$ cat src/rtl/pipe_stage_skid_pkg.sv
// Shared pipeline definitions: default bundle widths, occupancy state encodings,
// and control-bundle bit positions used when stages pack/unpack ctrl.
package pipe_stage_skid_pkg;

  localparam int DEF_DWIDTH = 32;
  localparam int DEF_CWIDTH = 8;

  // Encoding is {skid_valid, main_valid}; 2'b10 is unreachable.
  typedef enum logic [1:0] {
    OCC_EMPTY = 2'b00,
    OCC_FULL  = 2'b01,
    OCC_SKID  = 2'b11
  } occ_state_e;

  localparam int CTRL_REGWR  = 0;
  localparam int CTRL_MEMWR  = 1;
  localparam int CTRL_MEMRD  = 2;
  localparam int CTRL_BRANCH = 3;
  localparam int CTRL_JUMP   = 4;
  localparam int CTRL_WB_SEL = 5;

  function automatic occ_state_e occ_state(input logic skid_v, input logic main_v);
    return occ_state_e'({skid_v, main_v});
  endfunction

endpackage

$ cat src/rtl/pipe_slot.sv
// One pipeline entry: valid bit plus ctrl/data payload. Clear wins over load and
// only touches the valid bit; payload changes only when an entry is loaded.
module pipe_slot #(
  parameter int CWIDTH = 8,
  parameter int DWIDTH = 32
) (
  input  logic              clk,
  input  logic              rst_n,
  input  logic              i_load,
  input  logic              i_clr,
  input  logic [CWIDTH-1:0] i_ctrl,
  input  logic [DWIDTH-1:0] i_data,
  output logic              o_valid,
  output logic [CWIDTH-1:0] o_ctrl,
  output logic [DWIDTH-1:0] o_data
);

  logic              r_valid;
  logic [CWIDTH-1:0] r_ctrl;
  logic [DWIDTH-1:0] r_data;

  always_ff @(posedge clk or negedge rst_n) begin
    if (!rst_n) begin
      r_valid <= 1'b0;
      r_ctrl  <= '0;
      r_data  <= '0;
    end else if (i_clr) begin
      r_valid <= 1'b0;
    end else if (i_load) begin
      r_valid <= 1'b1;
      r_ctrl  <= i_ctrl;
      r_data  <= i_data;
    end
  end

  assign o_valid = r_valid;
  assign o_ctrl  = r_ctrl;
  assign o_data  = r_data;

endmodule

$ cat src/rtl/pipe_stage_skid.sv
// Pipeline stage register with valid/ready handshake and a one-deep skid slot,
// so in_ready is a pure register output and stalls never form a combinational path.
module pipe_stage_skid
  import pipe_stage_skid_pkg::*;
#(
  parameter int DWIDTH               = DEF_DWIDTH,
  parameter int CWIDTH               = DEF_CWIDTH,
  parameter int CTRL_ZERO_ON_INVALID = 1
) (
  input  logic              clk,
  input  logic              rst_n,
  input  logic              flush,
  input  logic              in_valid,
  output logic              in_ready,
  input  logic [CWIDTH-1:0] in_ctrl,
  input  logic [DWIDTH-1:0] in_data,
  output logic              out_valid,
  input  logic              out_ready,
  output logic [CWIDTH-1:0] out_ctrl,
  output logic [DWIDTH-1:0] out_data,
  output logic [1:0]        occupancy
);

  logic              w_main_valid, w_skid_valid;
  logic [CWIDTH-1:0] w_main_ctrl, w_skid_ctrl, w_main_in_ctrl;
  logic [DWIDTH-1:0] w_main_data, w_skid_data, w_main_in_data;
  logic              w_acc_in, w_acc_out;
  logic              w_main_load, w_main_clr, w_skid_load, w_skid_clr;
  occ_state_e        w_state;

  assign w_state   = occ_state(w_skid_valid, w_main_valid);
  assign in_ready  = !w_skid_valid;
  assign w_acc_in  = in_valid && in_ready;
  assign w_acc_out = w_main_valid && out_ready;

  always_comb begin
    w_main_load = 1'b0;
    w_main_clr  = 1'b0;
    w_skid_load = 1'b0;
    w_skid_clr  = 1'b0;
    if (flush) begin
      w_main_clr = 1'b1;
      w_skid_clr = 1'b1;
    end else begin
      case (w_state)
        OCC_EMPTY: w_main_load = w_acc_in;
        OCC_FULL: begin
          if (w_acc_out && w_acc_in) w_main_load = 1'b1;
          else if (w_acc_out)        w_main_clr  = 1'b1;
          else if (w_acc_in)         w_skid_load = 1'b1;
        end
        OCC_SKID: begin
          w_main_load = w_acc_out;
          w_skid_clr  = w_acc_out;
        end
        default: begin
          // Unreachable encoding; fall back to EMPTY rather than wedge.
          w_main_clr = 1'b1;
          w_skid_clr = 1'b1;
        end
      endcase
    end
  end

  // The skid entry is older than anything upstream, so it refills main first.
  assign w_main_in_ctrl = w_skid_valid ? w_skid_ctrl : in_ctrl;
  assign w_main_in_data = w_skid_valid ? w_skid_data : in_data;

  pipe_slot #(.CWIDTH(CWIDTH), .DWIDTH(DWIDTH)) u_main (
    .clk     (clk),
    .rst_n   (rst_n),
    .i_load  (w_main_load),
    .i_clr   (w_main_clr),
    .i_ctrl  (w_main_in_ctrl),
    .i_data  (w_main_in_data),
    .o_valid (w_main_valid),
    .o_ctrl  (w_main_ctrl),
    .o_data  (w_main_data)
  );

  pipe_slot #(.CWIDTH(CWIDTH), .DWIDTH(DWIDTH)) u_skid (
    .clk     (clk),
    .rst_n   (rst_n),
    .i_load  (w_skid_load),
    .i_clr   (w_skid_clr),
    .i_ctrl  (in_ctrl),
    .i_data  (in_data),
    .o_valid (w_skid_valid),
    .o_ctrl  (w_skid_ctrl),
    .o_data  (w_skid_data)
  );

  generate
    if (CTRL_ZERO_ON_INVALID != 0) begin : g_ctrl_bubble_nop
      assign out_ctrl = w_main_valid ? w_main_ctrl : '0;
    end else begin : g_ctrl_pass
      assign out_ctrl = w_main_ctrl;
    end
  endgenerate

  assign out_valid = w_main_valid;
  assign out_data  = w_main_data;
  assign occupancy = {1'b0, w_main_valid} + {1'b0, w_skid_valid};

endmodule

$ cat config.mk
export PLATFORM = sky130hd
export DESIGN_NAME = pipe_stage_skid
export DESIGN_NICKNAME = d
export VERILOG_FILES = /design/src/rtl/pipe_stage_skid_pkg.sv /design/src/rtl/pipe_slot.sv /design/src/rtl/pipe_stage_skid.sv
export SDC_FILE = /design/constraint.sdc
export NUM_CORES = 1
export LEC_CHECK = 0
export BUFFER_PORTS_ARGS = -buffer_cell sky130_fd_sc_hd__buf_2
export CAP_MARGIN = 30
export CORE_MARGIN = 4
export CORE_UTILIZATION = 55
export CTS_BUF_LIST = sky130_fd_sc_hd__clkbuf_4 sky130_fd_sc_hd__clkbuf_8
export DETAILED_ROUTE_END_ITERATION = 10
export GPL_TIMING_DRIVEN = 0
export PLACE_DENSITY = 0.82
export SETUP_SLACK_MARGIN = 0.02
export SYNTH_ARGS = -nofsm -noshare
export SYNTH_HDL_FRONTEND = slang
export SYNTH_SLANG_ARGS = --single-unit
$ cat constraint.sdc
create_clock -name clk -period 2.6 [get_ports clk]
set_input_delay 0.39 -clock clk [delete_from_list [all_inputs] [get_ports clk]]
set_output_delay 0.39 -clock clk [all_outputs]
set_load 0.03 [all_outputs]
==> Yosys cells after proc, flatten, opt, wreduce, memory -nomap -nowiden <==
Cells that the tools add are included.
Widths: inputs -> output; s select.
{ "classes": {"addsub": 1, "n_eq_ne": 2, "mux": 21, "bitwise": 2, "n_reduce_logical": 11} }
{ "ops": {"columns": ["cell", "count"], "rows": [
  ["$mux 32", 1],
  ["$mux 8", 2],
  ["$mux 1", 15],
  ["$pmux 1 s2", 2],
  ["$reduce_and 2->1", 2],
  ["$reduce_bool 2->1", 2],
  ["$reduce_or 2->1", 2],
  ["$logic_and 1x1->1", 3],
  ["$pmux 1 s3", 1],
  ["$add 1x1->2", 1],
  ["$eq 2x1->1 const B", 1],
  ["$eq 2x2->1 const B", 1],
  ["$logic_not 2->1", 1],
  ["$not 1->1", 2],
  ["$logic_not 1->1", 1]
]} }
{ "word_totals": {"reg_bits": 82, "input_bits": 45, "output_inout_bits": 44, "word_cells": 43} }

==> Depth between registers and ports, before layout <==
{ "logic_depth": {"ltp_word": 9, "ltp_mapped": 8, "ltp_nobuf": 6} }

==> By module <==
A second synthesis with hierarchy kept.
{ "unflattened": {"hier_cells": 249, "hier_area_um2": 4027.6} }
{ "by_module_without_submodules": {"columns": ["mod", "n_inst", "cells_per_inst", "area_per_inst_um2", "seq_area_each_um2"], "rows": [
  ["pipe_slot", 2, 88, 1564.0, 1026.0],
  ["pipe_stage_skid", 1, 73, 899.6, 0.0]
]} }

==> Least setup slack after synthesis <==
OpenSTA, ideal clock, no wires.
{ "synth_timing": {"kind": "reg-to-reg", "start": "reg u_main.r_valid (netlist: u_main.o_valid)", "end": "reg u_main.r_ctrl[0] (netlist: u_main.o_ctrl[0])", "setup_ns": 0.141, "t_arrival_ns": 2.200, "required_time_ns": 2.459, "setup_slack_ns": 0.259, "path_stages_with_launch": 7, "n_path_buf": 2, "period_less_slack_ns": 2.341, "cell_sequence": "dfrtp_1 -> clkbuf_1 -> inv_1 -> ha_1 -> a221oi_4 -> clkbuf_1 -> a31oi_1"} }
{ "synth_between": {"elab_chain_cells": 7, "elab_cells_between_ends": 15, "cone_classes": "eq/ne (2); mux (7); bitwise (1); reduce/logical (5)"} }
{ "synth_lines": {"columns": ["element", "line_no", "text"], "rows": [
  ["start: declaration", "pipe_slot.sv:18", "logic r_valid;"],
  ["start signal: assignment", "pipe_slot.sv:24", "r_valid <= 1'b0;"],
  ["start signal: assignment", "pipe_slot.sv:28", "r_valid <= 1'b0;"],
  ["start signal: assignment", "pipe_slot.sv:30", "r_valid <= 1'b1;"],
  ["$logic_and 1x1->1", "pipe_stage_skid.sv:34", "assign w_acc_out = w_main_valid && out_ready;"],
  ["$mux 1 / $logic_and 1x1->1 (equally long branches)", "pipe_stage_skid.sv:49, pipe_stage_skid.sv:48", null],
  ["$mux 1", "pipe_stage_skid.sv:48", "if (w_acc_out && w_acc_in) w_main_load = 1'b1;"],
  ["$pmux 1 s2", "pipe_stage_skid.sv:45", "case (w_state)"],
  ["$mux 1", "pipe_stage_skid.sv:41", "if (flush) begin"],
  ["$not 1->1 (no line)", null, null],
  ["$reduce_and 2->1 (no line) (*)", null, null],
  ["end signal: assignment", "pipe_slot.sv:31", "r_ctrl <= i_ctrl;"],
  ["end: declaration", "pipe_slot.sv:19", "logic [CWIDTH-1:0] r_ctrl;"]
]} }
Mark *: on every way between the ends. The rest lies on a longest branch, timed or not.
A chain may end at the register's enable or synchronous reset.

==> Worst setup path after layout <==
{ "layout_timing": {"start": "reg u_skid.r_valid (netlist: u_skid.o_valid)", "end": "reg u_main.r_data[17] (netlist: u_main.o_data[17])"} }
{ "layout_between": {"elab_chain_cells": 8, "elab_cells_between_ends": 16, "cone_classes": "eq/ne (2); mux (7); bitwise (1); reduce/logical (6)"} }
{ "layout_lines": {"columns": ["element", "line_no", "text"], "rows": [
  ["start: declaration", "pipe_slot.sv:18", null],
  ["start signal: assignment", "pipe_slot.sv:24", null],
  ["start signal: assignment", "pipe_slot.sv:28", null],
  ["start signal: assignment", "pipe_slot.sv:30", null],
  ["$logic_not 1->1", "pipe_stage_skid.sv:32", "assign in_ready = !w_skid_valid;"],
  ["$logic_and 1x1->1", "pipe_stage_skid.sv:33", "assign w_acc_in = in_valid && in_ready;"],
  ["$logic_and 1x1->1", "pipe_stage_skid.sv:48", null],
  ["$mux 1", "pipe_stage_skid.sv:48", null],
  ["$pmux 1 s2", "pipe_stage_skid.sv:45", null],
  ["$mux 1", "pipe_stage_skid.sv:41", null],
  ["$not 1->1 (no line)", null, null],
  ["$reduce_and 2->1 (no line)", null, null],
  ["end signal: assignment", "pipe_slot.sv:32", "r_data <= i_data;"],
  ["end: declaration", "pipe_slot.sv:20", "logic [DWIDTH-1:0] r_data;"]
]} }
Parallel ways exist; a longest one is shown, timed or not.

==> out/metrics.json <==
{
  "clock_tree": {
    "worst_setup_hold_path_clk_slew_ns": 0.08,
    "clock_insertion_delay_worst_skew_ns": 0.36,
    "cts_htree_levels": 3,
    "cts_max_path_buffers": 2,
    "cts.sink_count": 82,
    "cts_root_buf": "sky130_fd_sc_hd__clkbuf_8",
    "cts_buffers": 9,
    "cts_tree": "built"
  },
  "grt": {
    "groute.usage.overall_pct": 21.7,
    "grt_pass1_wl_um": 14100,
    "grt-ovfl-total": 0,
    "first_global_vias": 2903,
    "grt_antenna_before_repair": 0,
    "grt_start_max_net_pins": 48
  },
  "timing": {
    "tightest_slew_ns": 0.770,
    "slew_limit_fails": 0,
    "rsz0062_at_grt": "no",
    "timing.setup.tns_ns": 0,
    "timing.fmax_mhz": 414,
    "fin_worst_skew_ns": 0.00853,
    "finalWorstSetupSlack_ns": 0.187,
    "fin_crit_ns": 2.41,
    "maxSlewHeadroom_pct": 48.6,
    "finalHoldViolations": 0,
    "layout_worst_path_cycle_share_pct": 92.8,
    "setup_viols_final": 0
  },
  "worst_hold_path": {
    "hold_end": "u_skid.o_data[26]$_DFFE_PN0P_",
    "whs_path_depth": 2,
    "worst_hold_startpoint": "in_data[26]",
    "hold_path.class": "input port to flop"
  },
  "synthesis": {
    "synthDistinctLibCells": 19,
    "postSynthRegisterBits": 82,
    "post_synth_inst_count": 296,
    "synth-warning-count": 0,
    "synth_largest_area_cell": "sky130_fd_sc_hd__dfrtp_1",
    "synth_top_cells_by_count": "sky130_fd_sc_hd__dfrtp_1 (82), sky130_fd_sc_hd__a21oi_1 (42), sky130_fd_sc_hd__a31oi_1 (40), sky130_fd_sc_hd__mux2_2 (40), sky130_fd_sc_hd__mux2i_1 (40)",
    "synth-seq-area-share_pct": 55.5,
    "async_reset_ff_share_pct": 100,
    "synth_edf_count": 0,
    "synthesis.nets": 346,
    "synth.most_common_cell": "sky130_fd_sc_hd__dfrtp_1",
    "synthesis.area_um2": 3700,
    "postSynth.topFlopCell": "sky130_fd_sc_hd__dfrtp_1",
    "syn_avg_cell_area_um2": 12.5,
    "ys_top_cells_by_area": "sky130_fd_sc_hd__dfrtp_1 (56%), sky130_fd_sc_hd__mux2_2 (12%), sky130_fd_sc_hd__mux2i_1 (11%), sky130_fd_sc_hd__a31oi_1 (6.8%), sky130_fd_sc_hd__a21oi_1 (5.7%)",
    "yosys.area.top_type_share_pct": 55.5
  },
  "final_layout": {
    "diodes": 0,
    "final_layout_size_suffix_gt1_share_pct": 41.8,
    "post_layout_nonfiller_instances": 481,
    "finalNetCount": 449,
    "syn_to_final_growth_pct": 22.2
  },
  "power_and_ir_drop": {
    "power.share.sequential_pct": 37.3,
    "net_switching_power_mw": 2.52,
    "worst_ir_drop_vdd_mv": 0.843,
    "intPower_mw": 3.49,
    "power.share.clock_pct": 17.3,
    "share_comb_of_total_power_pct": 45.4,
    "power_leakage_nw": 2.03,
    "power.density_cell_area_nw_per_um2": 1330,
    "switching_share_pct": 41.9
  },
  "setup_path": {
    "endpoint_kind": "flop",
    "arrival_time_of_data_at_the_critical_path_endpoint_ns": 2.63,
    "critical_path.startpoint_type": "flop",
    "rr_endpoint": "u_main.o_data[17]$_DFFE_PN0P_",
    "worstReg2RegStart": "u_skid.o_valid$_DFFE_PN0P_",
    "data_required_critical_path_ns": 2.81,
    "critPathKind": "flop to flop",
    "rrSetupSlack_ns": 0.19,
    "worstPathMaxFanout": 10,
    "worst_r2r_path_depth": 7
  },
  "placed_design": {
    "numPortBuffers": 88,
    "dpl_worst_slack_ns": 0.0506,
    "place_congestion": 0.739,
    "hpwl_dp_um": 5750,
    "post-place-cells": 462
  },
  "run": {
    "number_of_maximum_capacitance_constraint_violations": 0
  },
  "floorplan": {
    "die_height_um": 90.0,
    "die_area_um2": 8100,
    "placeableCoreArea_um2": 6420,
    "floorplan.io_pins": 89,
    "initial_core_utilization_pct": 57.5,
    "num_rows": 29,
    "die_width_um": 90.0
  },
  "route": {
    "count_of_vias_placed_by_the_detailed_router": 2807,
    "detail_route.iter0.violations": 112,
    "drt_wl_total_um": 8460,
    "postRouteAntennaNets": 0,
    "post_drt_wl_per_cell_um": 17.6,
    "drc": 0,
    "drt_pre_antenna_iters": 4,
    "post_drt_via_cell_ratio": 5.84
  },
  "status": {
    "run_status": "finished, final reports clean"
  }
}
cell families (layout without fill, tap and decap cells):
group                    count (synthesis)  in the layout  share of synthesized area (%)
AND/OR/NAND/NOR                         14             14                           2.50
AO/OA/AOI/OAI                           86             86                           13.8
flip-flops                              82             82                           55.5
multiplexers                            80             80                           23.0
adder cells (fa/ha/maj)                  5              5                           1.69
buffers and inverters                   29            137                           3.45
power groups by stage:
stage	logic [mW]	registers, mW	clock network (mW)
4_1_cts	2.73	2.24	1.05
6_report	2.73	2.24	1.04
3_5_place_dp	2.71	2.25	0
5_1_grt	2.96	2.32	1.11
2_1_floorplan	1.48	2.68	0
3_3_place_gp	2.62	2.22	0
layout make-up:
type                            count  area (um^2)
Sequential cell                    82         2050
Fill cell                         489         1910
Multi-Input combinational cell    185         1520
Timing Repair Buffer               92          495
Clock buffer                       11          145
Buffer                             26          123
Tap cell                           77         96.3
Clock inverter                      5         77.6
Inverter                            3         11.3
worst max-delay path: stages, from the launching register on:
cell and delay [ns]:
sky130_fd_sc_hd__dfrtp_1 0.42, sky130_fd_sc_hd__clkbuf_1 0.17, sky130_fd_sc_hd__inv_1 0.14, sky130_fd_sc_hd__ha_1 0.23
sky130_fd_sc_hd__o211ai_1 0.11, sky130_fd_sc_hd__a21oi_1 0.54, sky130_fd_sc_hd__clkbuf_1 0.49, sky130_fd_sc_hd__a31oi_1 0.17
worst max-delay path by stage:
| stage | start | end | slack, ns | depth (start not counted) |
|---|---|---|---|---|
| after floorplan | u_main.o_valid$_DFFE_PN0P_ | u_main.o_ctrl[0]$_DFFE_PN0P_ | 0.26 | 6 |
| after detailed placement | u_main.o_valid$_DFFE_PN0P_ | u_main.o_ctrl[3]$_DFFE_PN0P_ | 0.05 | 6 |
| final | u_skid.o_valid$_DFFE_PN0P_ | u_main.o_data[17]$_DFFE_PN0P_ | 0.19 | 7 |
| after global routing | u_skid.o_valid$_DFFE_PN0P_ | u_main.o_data[22]$_DFFE_PN0P_ | 0.02 | 7 |
| after CTS | u_main.o_valid$_DFFE_PN0P_ | u_main.o_data[18]$_DFFE_PN0P_ | 0.04 | 6 |
| after global placement | u_main.o_valid$_DFFE_PN0P_ | u_main.o_data[3]$_DFFE_PN0P_ | 0.1 | 6 |
registers in the layout, indices dropped and copies added, names as in the netlist:
signal,cells
u_main.o_data,32
u_skid.o_data,32
u_main.o_ctrl,8
u_skid.o_ctrl,8
u_main.o_valid,1
u_skid.o_valid,1
metal layers:
| metal | global-route usage, % | share of wire (%) | routed length, um | up-vias |
|---|---|---|---|---|
| li1 | - | - | - | 1301 |
| met1 | 28.2 | 43 | 3620 | 1392 |
| met2 | 34.7 | 49 | 4150 | 91 |
| met3 | 4.51 | 5.3 | 444 | 23 |
| met4 | 10.8 | 2.9 | 244 | 0 |
| met5 | 0 | 0 | 0 | - |
cells in the final DEF (no fill, tap or decap), types with 2 or more instances in the layout:
cell type and instances:
sky130_fd_sc_hd__buf_4 3, sky130_fd_sc_hd__clkbuf_1 6, sky130_fd_sc_hd__clkbuf_8 10, sky130_fd_sc_hd__mux2_2 40, sky130_fd_sc_hd__mux2i_1 40, sky130_fd_sc_hd__and3_1 2
sky130_fd_sc_hd__buf_2 102, sky130_fd_sc_hd__clkinv_2 2, sky130_fd_sc_hd__a21oi_1 42, sky130_fd_sc_hd__dfrtp_1 82, sky130_fd_sc_hd__and2_1 8, sky130_fd_sc_hd__a31oi_1 40
sky130_fd_sc_hd__bufinv_16 2, sky130_fd_sc_hd__ha_1 5, sky130_fd_sc_hd__clkbuf_2 5, sky130_fd_sc_hd__inv_1 3
timing repair:
action / CTS / global route
pin swaps: 0 / 1
hold buffers: 1 / 0
endpoints found under the hold margin: 12 / 0
setup buffers: 0 / 2
resized for setup: 2 / 6
endpoints found under the setup margin: 2 / 41
metrics by stage:
step	util, %	hold slack, ns	total power, mW	area [um^2]
floorplan	-	0.0944	4.16	3700
global placement	65.9	0.486	4.84	4230
detailed placement	66.4	0.382	4.97	4260
CTS	70.0	0.258	6.01	4500
global route	70.3	0.268	6.39	4520
finish	70.3	0.266	6.01	4520
(Power assumes the default switching activity.)
